## src/rtl/conv_config_loader_if.sv

```systemverilog
// Config word stream into the conv configuration loader: {addr, data} words
// moved on a vld/rdy handshake.
interface conv_config_loader_if #(
  parameter int CONFIG_ADDR_WIDTH = 8,
  parameter int CONFIG_DATA_WIDTH = 8
);
  logic [CONFIG_ADDR_WIDTH+CONFIG_DATA_WIDTH-1:0] config_data;
  logic                                           config_vld;
  logic                                           config_rdy;

  modport master (output config_data, output config_vld, input  config_rdy);
  modport slave  (input  config_data, input  config_vld, output config_rdy);
endinterface

```

## src/rtl/conv_config_loader.sv

```systemverilog
// Assembles the layer-shape registers from a byte-addressed config stream and
// holds them frozen with config_enable high until the layer reports done.
module conv_config_loader #(
  parameter int CONFIG_ADDR_WIDTH     = 8,
  parameter int CONFIG_DATA_WIDTH     = 8,
  parameter int BANK_ADDR_WIDTH       = 13,
  parameter int OFMAP_BANK_ADDR_WIDTH = 8,
  parameter int COUNTER_WIDTH         = 32
) (
  input  logic                             clk,
  input  logic                             rst_n,
  conv_config_loader_if.slave              cfg,
  input  logic                             layer_done,
  output logic                             config_enable,
  output logic                             config_err,
  output logic [BANK_ADDR_WIDTH-1:0]       weight_max_adr,
  output logic [BANK_ADDR_WIDTH-1:0]       ifmap_max_wadr,
  output logic [OFMAP_BANK_ADDR_WIDTH-1:0] ofmap_max_adr,
  output logic [BANK_ADDR_WIDTH-1:0]       OX0,
  output logic [BANK_ADDR_WIDTH-1:0]       OY0,
  output logic [BANK_ADDR_WIDTH-1:0]       FX,
  output logic [BANK_ADDR_WIDTH-1:0]       FY,
  output logic [BANK_ADDR_WIDTH-1:0]       STRIDE,
  output logic [BANK_ADDR_WIDTH-1:0]       IX0,
  output logic [BANK_ADDR_WIDTH-1:0]       IY0,
  output logic [BANK_ADDR_WIDTH-1:0]       IC1,
  output logic [COUNTER_WIDTH-1:0]         OC1,
  output logic [COUNTER_WIDTH-1:0]         IC1_FY_FX_OY0_OX0,
  output logic [COUNTER_WIDTH-1:0]         OY0_OX0
);

  localparam int NUM_BYTES   = 34;
  localparam int COMMIT_ADDR = 34;
  localparam int NUM_PAIRS   = 8;

  typedef enum logic {CFG, RUN} state_e;

  state_e                        state_q;
  logic                          rdy_q;
  logic                          en_q;
  logic                          err_q;
  logic [NUM_BYTES-1:0]          mask_q;
  logic [NUM_BYTES-1:0]          wr_en;
  logic [NUM_BYTES-1:0][7:0]     byte_q;
  logic [NUM_PAIRS-1:0][BANK_ADDR_WIDTH-1:0] pair_fld;

  logic [CONFIG_ADDR_WIDTH-1:0]  cfg_addr;
  logic [7:0]                    cfg_byte;
  logic                          accept;
  logic                          commit;
  logic                          addr_bad;

  assign cfg_addr = cfg.config_data[CONFIG_ADDR_WIDTH+CONFIG_DATA_WIDTH-1 -: CONFIG_ADDR_WIDTH];
  assign cfg_byte = cfg.config_data[7:0];
  assign accept   = rdy_q && cfg.config_vld && (state_q == CFG);
  assign commit   = accept && (cfg_addr == CONFIG_ADDR_WIDTH'(COMMIT_ADDR));
  assign addr_bad = accept && (cfg_addr >  CONFIG_ADDR_WIDTH'(COMMIT_ADDR));

  // One byte register per config address; fields are sliced out below, so
  // bits past a field's width simply never reach an output.
  for (genvar k = 0; k < NUM_BYTES; k++) begin : g_byte
    assign wr_en[k] = accept && (cfg_addr == CONFIG_ADDR_WIDTH'(k));

    always_ff @(posedge clk) begin
      if (!rst_n)        byte_q[k] <= '0;
      else if (wr_en[k]) byte_q[k] <= cfg_byte;
    end
  end

  always_ff @(posedge clk) begin
    if (!rst_n) begin
      state_q <= CFG;
      rdy_q   <= 1'b0;
      en_q    <= 1'b0;
      err_q   <= 1'b0;
      mask_q  <= '0;
    end else begin
      case (state_q)
        CFG: begin
          rdy_q  <= 1'b1;
          mask_q <= mask_q | wr_en;
          if (addr_bad) err_q <= 1'b1;
          if (commit) begin
            // Incomplete commit keeps the mask so the host can patch and retry.
            if (&mask_q) begin
              state_q <= RUN;
              en_q    <= 1'b1;
              rdy_q   <= 1'b0;
            end else begin
              err_q   <= 1'b1;
            end
          end
        end
        RUN: begin
          if (layer_done) begin
            state_q <= CFG;
            en_q    <= 1'b0;
            rdy_q   <= 1'b1;
            mask_q  <= '0;
          end
        end
        default: state_q <= CFG;
      endcase
    end
  end

  assign cfg.config_rdy = rdy_q;
  assign config_enable  = en_q;
  assign config_err     = err_q;

  // Byte pairs 6/7 .. 20/21 map onto the eight shape fields in port order.
  for (genvar f = 0; f < NUM_PAIRS; f++) begin : g_pair
    assign pair_fld[f] = BANK_ADDR_WIDTH'({byte_q[7+2*f], byte_q[6+2*f]});
  end

  assign weight_max_adr    = BANK_ADDR_WIDTH'({byte_q[1], byte_q[0]});
  assign ifmap_max_wadr    = BANK_ADDR_WIDTH'({byte_q[3], byte_q[2]});
  assign ofmap_max_adr     = OFMAP_BANK_ADDR_WIDTH'({byte_q[5], byte_q[4]});
  assign OX0               = pair_fld[0];
  assign OY0               = pair_fld[1];
  assign FX                = pair_fld[2];
  assign FY                = pair_fld[3];
  assign STRIDE            = pair_fld[4];
  assign IX0               = pair_fld[5];
  assign IY0               = pair_fld[6];
  assign IC1               = pair_fld[7];
  assign OC1               = COUNTER_WIDTH'({byte_q[25], byte_q[24], byte_q[23], byte_q[22]});
  assign IC1_FY_FX_OY0_OX0 = COUNTER_WIDTH'({byte_q[29], byte_q[28], byte_q[27], byte_q[26]});
  assign OY0_OX0           = COUNTER_WIDTH'({byte_q[33], byte_q[32], byte_q[31], byte_q[30]});

endmodule

```

## src/flat_wrapper.sv

```systemverilog
// flat-port wrapper written by rule: the top's interface ports become plain ports
module conv_config_loader_flat 
#(
  parameter int CONFIG_ADDR_WIDTH     = 8,
  parameter int CONFIG_DATA_WIDTH     = 8,
  parameter int BANK_ADDR_WIDTH       = 13,
  parameter int OFMAP_BANK_ADDR_WIDTH = 8,
  parameter int COUNTER_WIDTH         = 32
)
  (clk, rst_n, layer_done, config_enable, config_err, weight_max_adr, ifmap_max_wadr, ofmap_max_adr, OX0, OY0, FX, FY, STRIDE, IX0, IY0, IC1, OC1, IC1_FY_FX_OY0_OX0, OY0_OX0, cfg_config_data, cfg_config_vld, cfg_config_rdy);
  conv_config_loader_if #(.CONFIG_ADDR_WIDTH(CONFIG_ADDR_WIDTH), .CONFIG_DATA_WIDTH(CONFIG_DATA_WIDTH)) cfg_i ();
  input  logic clk;
  input  logic rst_n;
  input  logic layer_done;
  output logic config_enable;
  output logic config_err;
  output logic [BANK_ADDR_WIDTH-1:0] weight_max_adr;
  output logic [BANK_ADDR_WIDTH-1:0] ifmap_max_wadr;
  output logic [OFMAP_BANK_ADDR_WIDTH-1:0] ofmap_max_adr;
  output logic [BANK_ADDR_WIDTH-1:0] OX0;
  output logic [BANK_ADDR_WIDTH-1:0] OY0;
  output logic [BANK_ADDR_WIDTH-1:0] FX;
  output logic [BANK_ADDR_WIDTH-1:0] FY;
  output logic [BANK_ADDR_WIDTH-1:0] STRIDE;
  output logic [BANK_ADDR_WIDTH-1:0] IX0;
  output logic [BANK_ADDR_WIDTH-1:0] IY0;
  output logic [BANK_ADDR_WIDTH-1:0] IC1;
  output logic [COUNTER_WIDTH-1:0] OC1;
  output logic [COUNTER_WIDTH-1:0] IC1_FY_FX_OY0_OX0;
  output logic [COUNTER_WIDTH-1:0] OY0_OX0;
  input wire logic [$bits(cfg_i.config_data)-1:0] cfg_config_data;
  input wire logic [$bits(cfg_i.config_vld)-1:0] cfg_config_vld;
  output wire logic [$bits(cfg_i.config_rdy)-1:0] cfg_config_rdy;
  assign cfg_i.config_data = cfg_config_data;
  assign cfg_i.config_vld = cfg_config_vld;
  assign cfg_config_rdy = cfg_i.config_rdy;
  conv_config_loader #(.CONFIG_ADDR_WIDTH(CONFIG_ADDR_WIDTH), .CONFIG_DATA_WIDTH(CONFIG_DATA_WIDTH), .BANK_ADDR_WIDTH(BANK_ADDR_WIDTH), .OFMAP_BANK_ADDR_WIDTH(OFMAP_BANK_ADDR_WIDTH), .COUNTER_WIDTH(COUNTER_WIDTH)) u_core (.clk(clk), .rst_n(rst_n), .cfg(cfg_i), .layer_done(layer_done), .config_enable(config_enable), .config_err(config_err), .weight_max_adr(weight_max_adr), .ifmap_max_wadr(ifmap_max_wadr), .ofmap_max_adr(ofmap_max_adr), .OX0(OX0), .OY0(OY0), .FX(FX), .FY(FY), .STRIDE(STRIDE), .IX0(IX0), .IY0(IY0), .IC1(IC1), .OC1(OC1), .IC1_FY_FX_OY0_OX0(IC1_FY_FX_OY0_OX0), .OY0_OX0(OY0_OX0));
endmodule
```

## config.mk

```make
export PLATFORM = sky130hd
export DESIGN_NAME = conv_config_loader_flat
export DESIGN_NICKNAME = d
export VERILOG_FILES = /design/src/rtl/conv_config_loader_if.sv /design/src/rtl/conv_config_loader.sv /design/src/flat_wrapper.sv
export SDC_FILE = /design/constraint.sdc
export NUM_CORES = 1
export LEC_CHECK = 0
export CORE_MARGIN = 2
export CORE_UTILIZATION = 43
export DETAILED_ROUTE_END_ITERATION = 10
export GPL_TIMING_DRIVEN = 0
export MAX_ROUTING_LAYER = met4
export PLACE_DENSITY = 0.83
export SLEW_MARGIN = 30
export SYNTH_ARGS = -nofsm -noshare
export SYNTH_HDL_FRONTEND = slang
export SYNTH_SLANG_ARGS = --single-unit
```

## constraint.sdc

```tcl
create_clock -name clk -period 2.06 [get_ports clk]
set_clock_uncertainty 0.15 [all_clocks]
set_input_delay 0.206 -clock clk [delete_from_list [all_inputs] [get_ports clk]]
set_output_delay 0.206 -clock clk [all_outputs]
set_load 0.01 [all_outputs]
```

==> impl_metrics.env, run 1 <==
export IMPL_synth_seq_cells=272
export IMPL_syn_area_per_cell_um2=8.95
export IMPL_worstPathMaxFanout=4
export IMPL_wl_met3_mm=3.53
export IMPL_clockBufferDepth=3
export IMPL_vdd_ir_drop_worst_uv=622
export IMPL_gp_congestion=0.898
export IMPL_grt_pass1_wl_mm=49.7
export IMPL_num_antenna_cells=0
export IMPL_drc=0
export IMPL_core_um2=21800
export IMPL_p_sw_frac=0.220
export IMPL_routed_top_layer="met4"
export IMPL_cap_violations=0
export IMPL_fin_nets=1396
export IMPL_clock_power_share=0.471
export IMPL_grt_pass1_vias=8919
export IMPL_die_h_um=153
export IMPL_power_switching_mw=2.37
export IMPL_clock_sink_count=272
export IMPL_synth_cell_type_count=38
export IMPL_fin_crit_sh=0.983
export IMPL_placed_area_um2=12400
export IMPL_drive_above_1_share=0.103
export IMPL_slew_violations=0
export IMPL_netlist_instances=1064
export IMPL_io_buffers=254
export IMPL_wl_met1_mm=12.6
export IMPL_ios=257
export IMPL_dieArea_um2=23400
export IMPL_vias=9334
export IMPL_period_minus_slack_ns=2.03
export IMPL_dp_cells=1598
export IMPL_first_pass_iters=9
export IMPL_cts_tree="done"
export IMPL_clk_latency_ns=0.55
export IMPL_yosys_warnings=0
export IMPL_worstPathArrival_ns=2.26
export IMPL_seq_area_frac_synth=0.572
export IMPL_synthTopCellsByArea="dfxtp_1, o21ai_0, nand2_1"
export IMPL_wirelength_mm=32.4
export IMPL_max_freq_ghz=0.494
export IMPL_synth_area_um2=9530
export IMPL_crit_type="flop to flop"
export IMPL_die_x_um=153
export IMPL_yosysTopAreaCell="dfxtp_1"
export IMPL_holdBufCountCts=0
export IMPL_antenna_found_initial=0
export IMPL_rows=54
export IMPL_fin_cells=1672
export IMPL_p_seq_frac=0.489
export IMPL_end_kind="flop"
export IMPL_r2r_start="u_core.mask_q[28]"
export IMPL_critPathLaunch="u_core.mask_q[28]"
export IMPL_tightest_slew_ns=1.12
export IMPL_synthToLayoutAreaGrowth_pct=45.3
export IMPL_drt_wirelength_per_cell_um=19.4
export IMPL_vias_per_cell=5.58
export IMPL_finalInstanceArea_um2=13800
export IMPL_grt_max_degree=15
export IMPL_dr_first_iter_drc_count=704
export IMPL_detail_route_antenna_nets=0
export IMPL_powerDensity_nw_per_um2=778
export IMPL_hpwl_mm=22.1
export IMPL_finalHoldViolations=0
export IMPL_cts_root_buf="clkbuf_16"
export IMPL_initial_core_util=0.438
export IMPL_intPower_mw=8.40
export IMPL_routed_wl_met2_mm=15.4
export IMPL_p_leak_nw=4.96
export IMPL_setup_viol=0
export IMPL_hold_slack_ns=0.0435
export IMPL_cts_buffers_inserted=28
export IMPL_path_clk_slew_ns=0.06
export IMPL_yosys_area_top_type_share=0.572
export IMPL_htree_levels=1
export IMPL_hp_class="input port to flop"
export IMPL_totalPowerFinal_mw=10.8
export IMPL_rsz0062_at_grt="no"
export IMPL_pwr_share_comb=0.040
export IMPL_worstHoldStart="cfg_config_data[10]"
export IMPL_start_kind="flop"
export IMPL_status="finished clean"
export IMPL_slew_headroom=0.253
export IMPL_worstPathRequired_ns=2.30
export IMPL_grtUsageTotal=0.274
export IMPL_grt_remaining_overflow=0
export IMPL_syn_nets=1084
## per-stage QoR
step | TNS [ns] | utilization | setup slack (ns)
2_1_floorplan | 0 | - | 0.00260
3_3_place_gp | -194.78 | 0.571 | -0.972
3_5_place_dp | -210.16 | 0.572 | -0.939
4_1_cts | 0 | 0.628 | 0.00401
5_1_grt | 0 | 0.636 | 0.000730
6_report | 0 | 0.636 | 0.0345
## worst max-delay path, cell delays in order (launching register included)
cell      delay [ns]
dfxtp_1         0.37
nand4_1         0.10
or4_1           0.54
nor4_2          0.54
a311oi_1        0.16
## layout make-up
| type | instances | area [um^2] |
|---|---|---|
| sequential | 272 | 5450 |
| inverter | 11 | 41.3 |
| timing repair buffer | 284 | 2760 |
| buffer | 80 | 380 |
| multi-input combinational | 699 | 3940 |
| tap | 280 | 350 |
| clock buffer | 38 | 788 |
| clock inverter | 8 | 130 |
| fill | 1769 | 7910 |
## logic make-up after synthesis
| group | synth area share |
|---|---|
| buf+inv | 0.0386 |
| flops | 0.572 |
| simple gates | 0.210 |
| compound gates | 0.132 |
| mux | 0.0483 |
## path summary, 6_finish.rpt
path / end / slack, ns / depth (start not counted)
worst max-delay path: u_core.config_err / 0.03 / 4
worst min register to register: u_core.ifmap_max_wadr[12] / 0.31 / 2
worst min-delay path: u_core.STRIDE[4] / 0.04 / 4
worst max register to register: u_core.config_err / 0.03 / 4
## flip-flops by register name (all words and copies together) (netlist names)
| name | flops |
|---|---|
| u_core.STRIDE | 13 |
| u_core.ofmap_max_adr | 8 |
| u_core.OY0 | 13 |
| u_core.IY0 | 13 |
| u_core.weight_max_adr | 13 |
| u_core.FX | 13 |
| u_core.OY0_OX0 | 32 |
| u_core.state_q | 1 |
| u_core.config_err | 1 |
| u_core.FY | 13 |
| u_core.config_enable | 1 |
| u_core.mask_q | 34 |
| u_core.IC1_FY_FX_OY0_OX0 | 32 |
| u_core.IX0 | 13 |
| u_core.OX0 | 13 |
| u_core.IC1 | 13 |
| u_core.cfg.config_rdy | 1 |
| u_core.OC1 | 32 |
| u_core.ifmap_max_wadr | 13 |
## cells in the mapped netlist
library cell	instances
o2bb2ai_1	1
o41ai_1	2
a22o_1	17
o21ai_1	14
buf_2	9
o21ai_0	183
buf_6	1
nor2b_1	2
a21oi_1	2
buf_1	10
nand2b_1	3
or4_1	3
a31oi_1	1
nor4_1	2
mux2i_1	46
nor4b_1	3
nand4b_1	2
nor4_2	12
or3_1	1
and3b_1	1
clkbuf_1	62
nand2_1	238
dfxtp_1	272
inv_1	10
and4_1	2
or4b_1	1
nand4_1	18
and4b_1	1
a311oi_1	1
or2_2	1
a21bo_2	1
a21boi_0	8
and3_1	2
and2_1	8
nand3_1	99
nor2_1	20
clkinv_1	1
nor3_2	4
## power by group through the flow
stage | registers [mW] | logic (mW) | clock network (mW)
after floorplan | 5.39 | 0.189 | 0
after global placement | 5.39 | 0.364 | 0
after detailed placement | 5.39 | 0.370 | 0
after CTS | 5.27 | 0.400 | 5.11
after global routing | 5.27 | 0.448 | 5.30
final | 5.27 | 0.426 | 5.07
## cell usage in the layout, fill, tap and decap left out, types with 3 or more instances in the layout
cell type | synthesis | routed
clkdlybuf4s50_1 | 0 | 250
and2_1 | 8 | 8
mux2i_1 | 46 | 46
a21boi_0 | 8 | 8
clkbuf_2 | 0 | 22
nand3_1 | 99 | 97
clkbuf_16 | 0 | 28
inv_1 | 10 | 10
clkbuf_8 | 0 | 6
bufinv_16 | 0 | 3
nor3_4 | 0 | 4
buf_2 | 9 | 7
buf_4 | 0 | 31
o21ai_0 | 183 | 183
clkbuf_1 | 62 | 48
o21ai_1 | 14 | 14
nor4_4 | 0 | 12
nand2_1 | 238 | 232
nor2_1 | 20 | 19
nand4_1 | 18 | 18
nand2_2 | 0 | 6
dfxtp_1 | 272 | 270
dlygate4sd2_1 | 0 | 4
a22o_1 | 17 | 17
nand2b_1 | 3 | 3
clkinv_2 | 0 | 3
## layer usage
layer,track usage,vias to the layer above
met5,-,-
met4,0.0917,0
met3,0.0828,75
met2,0.445,517
met1,0.324,4455
li1,-,4287
## repair_timing
action	in CTS	in global routing
setup buffers	17	13
setup endpoints to repair	258	201
pin swaps	9	10
gates resized for setup	39	42
No activity file was read; power rests on OpenSTA's default activity.
==> run 2: changes to the inputs <==
PLACE_DENSITY = 0.84   (was 0.83)
==> impl_metrics.env, run 2 (synthesized netlist as in run 1, its figures left out) <==
export IMPL_worstPathMaxFanout=10
export IMPL_cts_buffers_inserted=27
export IMPL_fin_crit_sh=0.974
export IMPL_path_clk_slew_ns=0.06
export IMPL_cap_violations=0
export IMPL_num_antenna_cells=0
export IMPL_crit_type="input port to flop"
export IMPL_drive_above_1_share=0.104
export IMPL_end_kind="flop"
export IMPL_clockBufferDepth=3
export IMPL_gp_congestion=0.922
export IMPL_synthToLayoutAreaGrowth_pct=44.6
export IMPL_totalPowerFinal_mw=10.6
export IMPL_worstPathRequired_ns=2.34
export IMPL_grt_max_degree=16
export IMPL_grtUsageTotal=0.275
export IMPL_vdd_ir_drop_worst_uv=661
export IMPL_die_h_um=153
export IMPL_largest_register="u_core.mask_q"
export IMPL_status="finished clean"
export IMPL_slew_headroom=0.459
export IMPL_max_freq_ghz=0.499
export IMPL_first_pass_iters=5
export IMPL_finalHoldViolations=0
export IMPL_io_buffers=254
export IMPL_p_seq_frac=0.496
export IMPL_antenna_found_initial=0
export IMPL_die_x_um=153
export IMPL_dieArea_um2=23400
export IMPL_grt_pass1_vias=9036
export IMPL_dr_first_iter_drc_count=585
export IMPL_period_minus_slack_ns=2.01
export IMPL_clk_latency_ns=0.56
export IMPL_fin_nets=1396
export IMPL_powerDensity_nw_per_um2=771
export IMPL_power_switching_mw=2.51
export IMPL_holdBufCountCts=0
export IMPL_worstPathArrival_ns=2.29
export IMPL_setup_viol=0
export IMPL_rsz0062_at_grt="yes"
export IMPL_p_leak_nw=4.92
export IMPL_clock_power_share=0.464
export IMPL_hold_slack_ns=0.126
export IMPL_detail_route_antenna_nets=0
export IMPL_hp_class="input port to flop"
export IMPL_cts_root_buf="clkbuf_16"
export IMPL_largest_reg_flops=34
export IMPL_final_cell_mix="dfxtp_1, clkdlybuf4s50_1, nand2_1"
export IMPL_intPower_mw=8.11
export IMPL_p_sw_frac=0.237
export IMPL_start_kind="input port"
export IMPL_hpwl_mm=22.3
export IMPL_regToRegSetupSlack_ns=0.07
export IMPL_pwr_share_comb=0.039
export IMPL_ios=257
export IMPL_drc=0
export IMPL_grt_pass1_wl_mm=50.3
export IMPL_htree_levels=1
export IMPL_vias=9243
export IMPL_wirelength_mm=32.5
export IMPL_vias_per_cell=5.51
export IMPL_cts_tree="done"
export IMPL_rows=54
export IMPL_slew_violations=0
export IMPL_core_um2=21800
export IMPL_tightest_slew_ns=0.811
export IMPL_final_common_cell="dfxtp_1"
export IMPL_grt_remaining_overflow=0
export IMPL_drt_wirelength_per_cell_um=19.4
export IMPL_clock_sink_count=272
export IMPL_initial_core_util=0.438
[run 2: power groups by stage]
stage | Sequential, mW | Clock, mW | Combinational (mW)
3_5_place_dp | 5.39 | 0 | 0.372
2_1_floorplan | 5.39 | 0 | 0.189
3_3_place_gp | 5.39 | 0 | 0.364
6_report | 5.27 | 4.93 | 0.419
5_1_grt | 5.27 | 5.17 | 0.445
4_1_cts | 5.27 | 4.97 | 0.393
[run 2: area by class of cell]
| cell class | instances | area [um^2] |
|---|---|---|
| Multi-Input combinational cell | 699 | 3890 |
| Fill cell | 1755 | 7980 |
| Sequential cell | 272 | 5450 |
| Inverter | 11 | 41.3 |
| Buffer | 81 | 373 |
| Clock inverter | 16 | 145 |
| Clock buffer | 33 | 748 |
| Timing Repair Buffer | 284 | 2780 |
| Tap cell | 280 | 350 |
[run 2: worst max-delay path, stage by stage]
cell and delay, ns:
dlygate4sd2_1 0.31, nor4b_2 0.73, nand4_1 0.51, clkbuf_1 0.33, nand3_1 0.12, o21ai_0 0.07
[run 2: timing repair]
item	4_1_cts	5_1_grt
setup buffers	19	11
gates resized for setup	30	43
setup endpoints to repair	262	164
pin swaps	8	7
[run 2: stage by stage]
step                area [um^2]  setup WS, ns  instances  utilization  TNS [ns]
floorplan                  9540       0.00260       1064            -         0
detailed placement        12400         -1.00       1598        0.572   -204.51
CTS                       13600        0.0136       1665        0.627         0
global placement          12400         -1.10       1598        0.571   -195.02
global route              13800       -0.0464       1676        0.633    -0.292
finish                    13800        0.0543       1676        0.633         0
[run 2: path summary, 6_finish.rpt]
path | end | startpoint | cells after the start
hold reg to reg | u_core.OY0[10] | u_core.OY0[10] | 2
setup / recovery | u_core.IX0[6] | cfg_config_data[13] | 6
hold / removal | u_core.FY[0] | cfg_config_data[10] | 5
setup reg to reg | u_core.config_err | u_core.mask_q[27] | 4
[run 2: per-layer routing]
metal / global-route usage / share of wire
met1: 0.338 / 0.40
met2: 0.444 / 0.47
met3: 0.0703 / 0.11
met4: 0.0882 / 0.026
met5: - / 0
==> run 3: changes to the inputs <==
SKIP_CTS_REPAIR_TIMING = 1   (was default)
==> impl_metrics.env, run 3 (synthesized netlist as in run 1, its figures left out) <==
export IMPL_first_pass_iters=7
export IMPL_p_seq_frac=0.496
export IMPL_hp_class="input port to flop"
export IMPL_final_cell_mix="dfxtp_1, clkdlybuf4s50_1, nand2_1"
export IMPL_htree_levels=1
export IMPL_clock_sink_count=272
export IMPL_worstPathMaxFanout=10
export IMPL_largest_reg_flops=34
export IMPL_critPathLaunch="u_core.state_q"
export IMPL_cap_violations=0
export IMPL_vias_per_cell=5.52
export IMPL_cts_tree="done"
export IMPL_dp_cells=1598
export IMPL_path_clk_slew_ns=0.07
export IMPL_die_x_um=153
export IMPL_largest_register="u_core.mask_q"
export IMPL_wirelength_mm=32.2
export IMPL_detail_route_antenna_nets=0
export IMPL_initial_core_util=0.438
export IMPL_gp_congestion=0.922
export IMPL_clock_power_share=0.464
export IMPL_worstPathRequired_ns=2.38
export IMPL_p_sw_frac=0.237
export IMPL_pwr_share_comb=0.040
export IMPL_start_kind="flop"
export IMPL_fillers=1756
export IMPL_vias=9266
export IMPL_slew_headroom=0.258
export IMPL_crit_path_max_incr_delay_ns=0.55
export IMPL_fin_nets=1398
export IMPL_ios=257
export IMPL_dr_first_iter_drc_count=637
export IMPL_clk_latency_ns=0.56
export IMPL_synthToLayoutAreaGrowth_pct=45.1
export IMPL_drc=0
export IMPL_hpwl_mm=22.3
export IMPL_grt_pass1_vias=8871
export IMPL_r2r_start="u_core.state_q"
export IMPL_grt_pass1_wl_mm=48.8
export IMPL_grt_max_degree=16
export IMPL_finalHoldViolations=0
export IMPL_die_h_um=153
export IMPL_clockBufferDepth=3
export IMPL_num_antenna_cells=0
export IMPL_worstPathArrival_ns=2.33
export IMPL_rsz0062_at_grt="yes"
export IMPL_drt_wirelength_per_cell_um=19.2
export IMPL_end_kind="flop"
export IMPL_fin_cells=1678
export IMPL_grtUsageTotal=0.266
export IMPL_status="finished clean"
export IMPL_core_um2=21800
export IMPL_dieArea_um2=23400
export IMPL_path_cells="nand4b_1 > buf_6 > nor4_4 > clkbuf_2 > nand2_1 > o21ai_0"
export IMPL_crit_type="flop to flop"
export IMPL_power_switching_mw=2.52
export IMPL_max_freq_ghz=0.499
export IMPL_period_minus_slack_ns=2.00
export IMPL_p_leak_nw=4.98
export IMPL_cts_root_buf="clkbuf_16"
export IMPL_antenna_found_initial=0
export IMPL_vdd_ir_drop_worst_uv=646
export IMPL_grt_remaining_overflow=0
export IMPL_totalPowerFinal_mw=10.6
export IMPL_cts_buffers_inserted=27
export IMPL_powerDensity_nw_per_um2=768
export IMPL_tightest_slew_ns=1.11
export IMPL_slowest_stage="nor4_4"
export IMPL_drive_above_1_share=0.106
export IMPL_utilization=0.636
export IMPL_worstHoldStart="cfg_config_data[10]"
export IMPL_intPower_mw=8.11
export IMPL_fin_crit_sh=0.973
export IMPL_final_common_cell="dfxtp_1"
export IMPL_rows=54
export IMPL_io_buffers=254
export IMPL_setup_viol=0
export IMPL_slew_violations=0
run 3: area by class of cell:
cell class / count / area, um^2 / area share
plain buffers: 80 / 359 / 0.0260
clock buffers: 33 / 748 / 0.0541
clock inverters: 16 / 145 / 0.0105
inverters: 11 / 41.3 / 0.00299
multi-input cells: 699 / 3930 / 0.284
flip-flops and latches: 272 / 5450 / 0.394
well taps: 280 / 350 / 0.0253
repair buffers: 287 / 2800 / 0.203
run 3: critical path, delay by kind of cell (launching register included):
| family | cells | cell delay, ns |
|---|---|---|
| AND/OR/NAND/NOR | 3 | 0.81 |
| buffers and inverters | 2 | 0.48 |
| flip-flops | 1 | 0.35 |
| AO/OA/AOI/OAI | 1 | 0.11 |
run 3: worst paths after layout:
check / end / cells past startpoint / slack [ns]
worst max-delay path: u_core.OY0[2] / 6 / 0.06
worst min-delay path: u_core.IC1_FY_FX_OY0_OX0[28] / 5 / 0.11
worst max register to register: u_core.OY0[2] / 6 / 0.06
worst min register to register: u_core.mask_q[5] / 2 / 0.29
run 3: power by group through the flow:
stage	registers, mW	clock network, mW	logic [mW]
2_1_floorplan	5.39	0	0.189
3_3_place_gp	5.39	0	0.364
3_5_place_dp	5.39	0	0.372
4_1_cts	5.27	4.97	0.373
5_1_grt	5.27	5.18	0.449
6_report	5.27	4.94	0.423
run 3: stage by stage:
step | area, um^2 | TNS, ns | hold slack [ns] | worst slack, ns
floorplan | 9540 | 0 | 0.200 | 0.00260
global placement | 12400 | -195.02 | 0.279 | -1.10
detailed placement | 12400 | -204.51 | 0.283 | -1.00
CTS | 13300 | -74.29 | 0.126 | -0.681
global route | 13800 | -0.436 | 0.160 | -0.0483
finish | 13800 | 0 | 0.109 | 0.0566
run 3: metal layers:
metal,vias to the layer above,track usage,part of all wire
li1,4295,-,-
met1,4394,0.326,0.39
met2,505,0.427,0.47
met3,72,0.0703,0.10
met4,0,0.0891,0.026
met5,-,-,0
